### config.mk
export PLATFORM = sky130hd
export DESIGN_NAME = prog_fetch
export DESIGN_NICKNAME = d
export VERILOG_FILES = /design/src/rtl/prog_fetch.sv
export SDC_FILE = /design/constraint.sdc
export NUM_CORES = 1
export LEC_CHECK = 0
export BUFFER_PORTS_ARGS = -buffer_cell sky130_fd_sc_hd__buf_2
export CORE_MARGIN = 2
export CORE_UTILIZATION = 50
export DETAILED_ROUTE_END_ITERATION = 16
export GPL_ROUTABILITY_DRIVEN = 1
export PLACE_DENSITY = 0.82
export REMOVE_ABC_BUFFERS = 1
export SLEW_MARGIN = 20
export SYNTH_ARGS = -nofsm -noshare
export SYNTH_HDL_FRONTEND = slang
export SYNTH_SLANG_ARGS = --single-unit
### constraint.sdc
create_clock -name clk -period 3.5 [get_ports clk]
set_input_delay 0.35 -clock clk [delete_from_list [all_inputs] [get_ports clk]]
set_output_delay 0.35 -clock clk [all_outputs]
set_load 0.005 [all_outputs]
### src/rtl/prog_fetch.sv
// Instruction fetch unit: issues PC to program memory, checks the echoed tag,
// and hands decoded fields to execute over a valid/ready handshake.
module prog_fetch #(
    parameter int ADDR_W   = 4,
    parameter int INSTR_W  = 42,
    parameter int PROG_LEN = 7
) (
    input  logic                      clk,
    input  logic                      rst,
    input  logic                      en,
    output logic [ADDR_W-1:0]         addr,
    input  logic [ADDR_W+INSTR_W-1:0] line,
    input  logic                      redirect_valid,
    input  logic [ADDR_W-1:0]         redirect_addr,
    output logic                      out_valid,
    input  logic                      out_ready,
    output logic [ADDR_W-1:0]         out_pc,
    output logic [1:0]                out_mode,
    output logic [3:0]                out_op,
    output logic [11:0]               out_a,
    output logic [11:0]               out_b,
    output logic [11:0]               out_c,
    output logic                      fault,
    output logic                      halted
);

    typedef enum logic [2:0] {
        IDLE,
        FETCH,
        DRAIN,
        HALT,
        FAULT
    } state_t;

    localparam logic [ADDR_W-1:0] LAST = ADDR_W'(PROG_LEN - 1);

    state_t state;

    logic [ADDR_W-1:0] tag;
    logic              slot_free;
    logic              consume;
    logic              bad_target;

    assign tag        = line[ADDR_W+INSTR_W-1:INSTR_W];
    assign slot_free  = !out_valid || out_ready;
    assign consume    = out_valid && out_ready;
    assign bad_target = redirect_addr > LAST;

    always_ff @(posedge clk) begin
        if (!rst) begin
            state     <= IDLE;
            addr      <= '0;
            out_valid <= 1'b0;
            out_pc    <= '0;
            out_mode  <= '0;
            out_op    <= '0;
            out_a     <= '0;
            out_b     <= '0;
            out_c     <= '0;
            fault     <= 1'b0;
            halted    <= 1'b0;
        end else if (state != FAULT && redirect_valid) begin
            // Redirect flushes the held instruction and beats load/consume.
            out_valid <= 1'b0;
            halted    <= 1'b0;
            if (bad_target) begin
                state <= FAULT;
                fault <= 1'b1;
            end else begin
                state <= FETCH;
                addr  <= redirect_addr;
            end
        end else begin
            case (state)
                IDLE: begin
                    if (en) begin
                        state <= FETCH;
                        addr  <= '0;
                    end
                end
                FETCH: begin
                    if (en && slot_free) begin
                        if (tag != addr) begin
                            state     <= FAULT;
                            fault     <= 1'b1;
                            out_valid <= 1'b0;
                        end else begin
                            out_valid <= 1'b1;
                            out_pc    <= addr;
                            out_mode  <= line[41:40];
                            out_op    <= line[39:36];
                            out_a     <= line[35:24];
                            out_b     <= line[23:12];
                            out_c     <= line[11:0];
                            if (addr == LAST) begin
                                state <= DRAIN;
                            end else begin
                                addr <= addr + 1'b1;
                            end
                        end
                    end else if (consume) begin
                        out_valid <= 1'b0;
                    end
                end
                DRAIN: begin
                    if (consume) begin
                        out_valid <= 1'b0;
                        state     <= HALT;
                        halted    <= 1'b1;
                    end
                end
                HALT: begin
                    out_valid <= 1'b0;
                    halted    <= 1'b1;
                end
                FAULT: begin
                    out_valid <= 1'b0;
                    fault     <= 1'b1;
                end
                default: begin
                    state <= FAULT;
                    fault <= 1'b1;
                end
            endcase
        end
    end

endmodule

======== Word-level counts from Yosys, hierarchy flattened ========
Index checks and enable logic that the tools add are counted.
storage, ports and cells
  output and inout bits ................... 53
  input bits .............................. 55
  flip-flop bits (word level) ............. 56
  logic and storage cells ................. 78
cells by class
  reductions and logical operators ........ 17
  add/sub/neg operators ................... 1
  equality and inequality tests ........... 19
  muxes and demuxes ....................... 26
  bitwise gates (word level) .............. 3
  order comparisons ....................... 1
operators with widths
  operator             number
  $mux 4               6
  $mux 3               7
  $ne 3x3->1 const B   7
  $pmux 3 s4           1
  $mux 1               8
  $pmux 4 s2           1
  $reduce_and 4->1     2
  $eq 3x2->1 const B   2
  $ne 2x2->1 const B   3
  $reduce_and 6->1     1
  $reduce_bool 3->1    2
  $reduce_and 5->1     1
  $add 4x1->4 const B  1
  $eq 4x3->1 const B   1
  $gt 4x3->1 const B   1
  $ne 2x1->1 const B   2
  $ne 4x4->1           1
  $ne 4x4->1 const B   1
  $pmux 1 s2           2
  $reduce_or 2->1      2
  $eq 3x1->1 const B   1
  $eq 3x3->1 const B   1
  $logic_and 1x1->1    3
  $logic_not 3->1      1
  other kinds (7)      9

======== Longest topological paths before layout ========
  depth in word-level cells ............... 6
  mapped depth ............................ 8
  depth with buffers taken out ............ 7

======== Worst setup path before layout ========
OpenSTA, ideal clock, no wires.
  kind .................................... reg-to-reg
  start ................................... register state[1]
  end ..................................... register out_a[6]
  slack ................................... 1.580 ns
  period minus slack after synthesis ...... 1.920 ns
  data required time ...................... 3.382 ns
  buffers on the path ..................... 4
  library setup time ...................... 0.118 ns
  arrival ................................. 1.802 ns
  stages on the path, launching flop included .. 9
  path through ............................ dfxtp_1 > buf_6 > or4b_4 > buf_6 > or3_1 > buf_6 > buf_8 > nand2_2 > a21boi_2
between the ends
  word-level cells in the longest chain between the ends .. 4
  elaborated cells on any way between the ends .. 5
  those cells by class .................... eq/ne: 2; bitwise: 1; reduce/logical: 2
RTL lines
  what                                   RTL line  text
  start: declaration                     37        state_t state;
  start signal: assignment               51        state <= IDLE;
  start signal: assignment               67        state <= FAULT;
  start signal: assignment               70        state <= FETCH;
  $ne 3x3->1                             62        end else if (state != FAULT && redirect_valid) begin
  $logic_and 1x1->1                      62
  $not 1->1 (no source line)             --
  $reduce_and 4->1 (no source line) (*)  --
  end signal: assignment                 92        out_a <= line[35:24];
  end: declaration                       20        output logic [11:0] out_a,
Every way passes the cells marked *; elsewhere a longest branch is shown, timed or not.
A chain may end at the register's enable or synchronous reset.

======== Final worst setup path ========
  start ................................... register state[0]
  end ..................................... register out_c[1]
between the ends
  word-level cells in the longest chain between the ends .. 4
  elaborated cells on any way between the ends .. 5
  those cells by class .................... eq/ne: 2; bitwise: 1; reduce/logical: 2
RTL lines
  what                                   RTL line  text
  $ne 3x3->1                             62
  $logic_and 1x1->1                      62
  $not 1->1 (no source line)             --
  $reduce_and 4->1 (no source line) (*)  --
  end signal: assignment                 94        out_c <= line[11:0];
  end: declaration                       22        output logic [11:0] out_c,
Marked as above.

==> metrics.yaml <==
critical_path:
  critPathArrivalTime_ns: 2.33
  slowest_delay_ns: 0.66
  crit_slowest_cell: "or3_4"
  crit_type: "reg -> reg"
  start_kind: "flop"
  cp.required_ns: 3.69
  rr_startpoint: "state[0]$_SDFFE_PN0P_"
  reg2reg_depth: 4
  critical_path.top_delay_family: "simple AND/OR/NAND/NOR gates"
  rr_endpoint: "out_c[1]$_SDFFE_PN0P_"
  cp-end-kind: "flop"
  crit_start: "state[0]$_SDFFE_PN0P_"
  cp_max_fo: 46
  crit_chain: "or4b_4, or3_4, nand2_1, a21boi_0"
  crit_end: "out_c[1]$_SDFFE_PN0P_"
  r2r_setup_slack_ns: 1.36
  cp.depth: 4
  critPathBufInv: 0
cells_and_area:
  nets: 441
  fillCellCount: 450
  num_antenna_cells: 0
  seq_area_sq_um: 1120
  multi_input_area_sq_um: 1390
  drive_above_1_share_pct: 46.8
  syn_to_final_growth_pct: 20.9
yosys:
  synthArstFlopShare_pct: 0
  ys_seq_area_share_pct: 41.9
  synthesis.area_sq_um: 2680
  yosys_warnings: 0
  ys_types: 40
  synthFlopType: "dfxtp_1"
  syn_area_per_cell_sq_um: 9.32
  ys_ff_latch: 56
  synth_edf_count: 0
  syn_inst: 287
timing:
  final.min_clock_period_ns: 2.14
  hold_viol_final: 0
  relSlewSlack_pct: 46.8
  drv_slew: 0
  fin_crit_sh_pct: 61.3
  tightestPinTransition_ns: 0.798
  setup_viol: 0
  rsz0062_at_grt: "false"
  whs_ns: 0.283
  fin_skew_ns: 0.0106
  finalSetupTns_ns: 0
  max_freq_mhz: 466
power:
  p_leak_nw: 1.37
  p_sw_w: 0.000278
  sequentialPowerShare_pct: 58.5
  swShare_pct: 24.2
  finalPower_w: 0.00115
  power.density_nw_per_um2: 355
  comb_power_share_pct: 12.3
  peakVddDrop_mv: 0.207
  pwr-share-clk_pct: 29.2
  intPower_w: 0.000871
clock_tree:
  post_cts_resized: 0
  clk_pin_slew_ns: 0.10
  post_cts_buffers: 0
  hold_buffers: 0
  cts_tree: "done"
  clockBufferDepth: 2
  clock-sinks: 56
  cts_buffers: 5
  clk-insertion-delay-late_ns: 0.30
  clockRootBuffer: "clkbuf_8"
  h-tree-depth: 2
drt:
  drtIter0Drc: 87
  drc: 0
  detail_route.first_pass.iterations: 4
  vias_per_cell: 4.97
  num_vias: 2263
  wire_per_inst_um: 12.2
  antenna_left: 0
  wirelength_um: 5550
floorplanning:
  initial_utilization_pct: 52.0
  rows: 26
  die-width_um: 77.1
  core_sq_um: 5140
  die-area_sq_um: 5950
  die_h_um: 77.1
  io_pins: 108
placed_design:
  gp_congestion: 0.849
  io_buffers: 107
  dp.final_hpwl_um: 3950
hold_path:
  hold_class: "in -> reg"
global_routing:
  track_usage_pct: 18.5
  grt_max_degree: 57
  grt_pass1_vias: 2093
  gr-total-overflow: 0
  grt_pass1_wl_um: 9150
  antenna_found_initial: 0
flow_run:
  maxCapViolCount: 0
run_status:
  outcome: "finished, final reports clean"
final cells by class:
type / instances / area share (%)
clock buffers: 7 / 2.36
clock inverters: 1 / 0.271
inverters: 3 / 0.348
multi-input cells: 210 / 42.9
flip-flops and latches: 56 / 34.7
well taps: 70 / 2.71
repair buffers: 108 / 16.8
routing by layer:
| metal | wire [um] | up-vias | GRT usage [%] |
|---|---|---|---|
| met4 | 19 | 0 | 5.00 |
| li1 | - | 1154 | - |
| met5 | 0 | - | 0 |
| met3 | 348 | 2 | 2.94 |
| met2 | 2650 | 68 | 33.0 |
| met1 | 2540 | 1039 | 22.9 |
flip-flops by register name (all words and copies together), names as in the netlist:
register / count
out_a: 12
out_b: 12
out_c: 12
addr: 4
out_op: 4
out_pc: 4
state: 3
out_mode: 2
fault: 1
halted: 1
out_valid: 1
tightest hold or removal path: cells and delay by family:
family / cells / cell delay [ns]
buf+inv: 1 / 0.09
compound gates: 1 / 0.04
simple gates: 1 / 0.06
synthesized netlist by cell type, types with 2 or more instances:
master / count / share of area, %
a21boi_0: 6 / 1.7
a21boi_1: 10 / 2.8
a21boi_2: 30 / 13
a21oi_1: 5 / 0.94
a31oi_1: 2 / 0.47
and2_1: 3 / 0.70
buf_6: 8 / 3.4
buf_8: 3 / 1.7
clkbuf_1: 7 / 0.98
dfxtp_1: 56 / 42
ha_1: 2 / 0.94
inv_1: 3 / 0.42
nand2_1: 65 / 9.1
nand2_2: 30 / 7.0
nand2b_1: 3 / 0.70
nand3_1: 7 / 1.3
nand3b_1: 3 / 0.84
nor2_1: 7 / 0.98
o211a_1: 6 / 2.2
o211ai_1: 2 / 0.56
o21ai_0: 4 / 0.75
or3_1: 3 / 0.70
xnor2_1: 5 / 1.6
cells in the final DEF, fill, tap and decap left out, drive strengths merged, types with 2 or more instances in the layout:
cell | Yosys | routed
or3 | 3 | 3
a31oi | 2 | 2
nand2b | 3 | 3
ha | 2 | 2
inv | 3 | 3
o21ai | 4 | 4
or4b | 2 | 2
a21oi | 5 | 5
nor3 | 2 | 2
dfxtp | 56 | 56
o211a | 6 | 6
or2 | 2 | 2
nor2 | 7 | 7
and2 | 3 | 3
nand3 | 7 | 7
nand3b | 3 | 3
nand2 | 95 | 95
o211ai | 2 | 2
clkbuf | 7 | 7
buf | 11 | 108
a21boi | 46 | 46
xnor2 | 5 | 5
power groups by stage:
stage | combinational [W] | clock (W) | sequential (W)
4_1_cts | 0.000142 | 0.000351 | 0.000672
6_report | 0.000141 | 0.000335 | 0.000672
5_1_grt | 0.000156 | 0.000376 | 0.000676
3_3_place_gp | 0.000140 | 0 | 0.000687
2_1_floorplan | 0.0000781 | 0 | 0.000683
3_5_place_dp | 0.000141 | 0 | 0.000687
worst min-delay path by stage:
stage,startpoint,end,slack (ns),cells past startpoint
2_1_floorplan,out_a[10]$_SDFFE_PN0P_,out_a[10]$_SDFFE_PN0P_,0.45,2
3_3_place_gp,out_op[2]$_SDFFE_PN0P_,out_op[2]$_SDFFE_PN0P_,0.44,2
3_5_place_dp,out_a[10]$_SDFFE_PN0P_,out_a[10]$_SDFFE_PN0P_,0.44,2
4_1_cts,line[34],out_a[10]$_SDFFE_PN0P_,0.27,3
5_1_grt,line[20],out_b[8]$_SDFFE_PN0P_,0.27,3
6_report,line[27],out_a[3]$_SDFFE_PN0P_,0.28,3
metrics by stage:
step	setup WS, ns	utilization, %	cells	cell area, sq um
floorplan	1.08	-	269	2510
global placement	1.05	61.2	447	3150
detailed placement	1.01	61.2	447	3150
CTS	1.01	62.9	455	3230
global route	1.25	62.9	455	3230
finish	1.36	62.9	455	3230
cell families (layout without fill, tap and decap cells):
logic type | Yosys count | count (layout) | synth area share, %
buffers and inverters | 21 | 119 | 6.45
adders and majority gates | 2 | 2 | 0.935
xor gates and xnor gates | 6 | 6 | 1.96
DFF | 56 | 56 | 41.9
and+or+nand+nor | 133 | 133 | 25.4
AOI/OAI and AO/OA | 69 | 69 | 23.3
No activity file was read; power rests on OpenSTA's default activity.
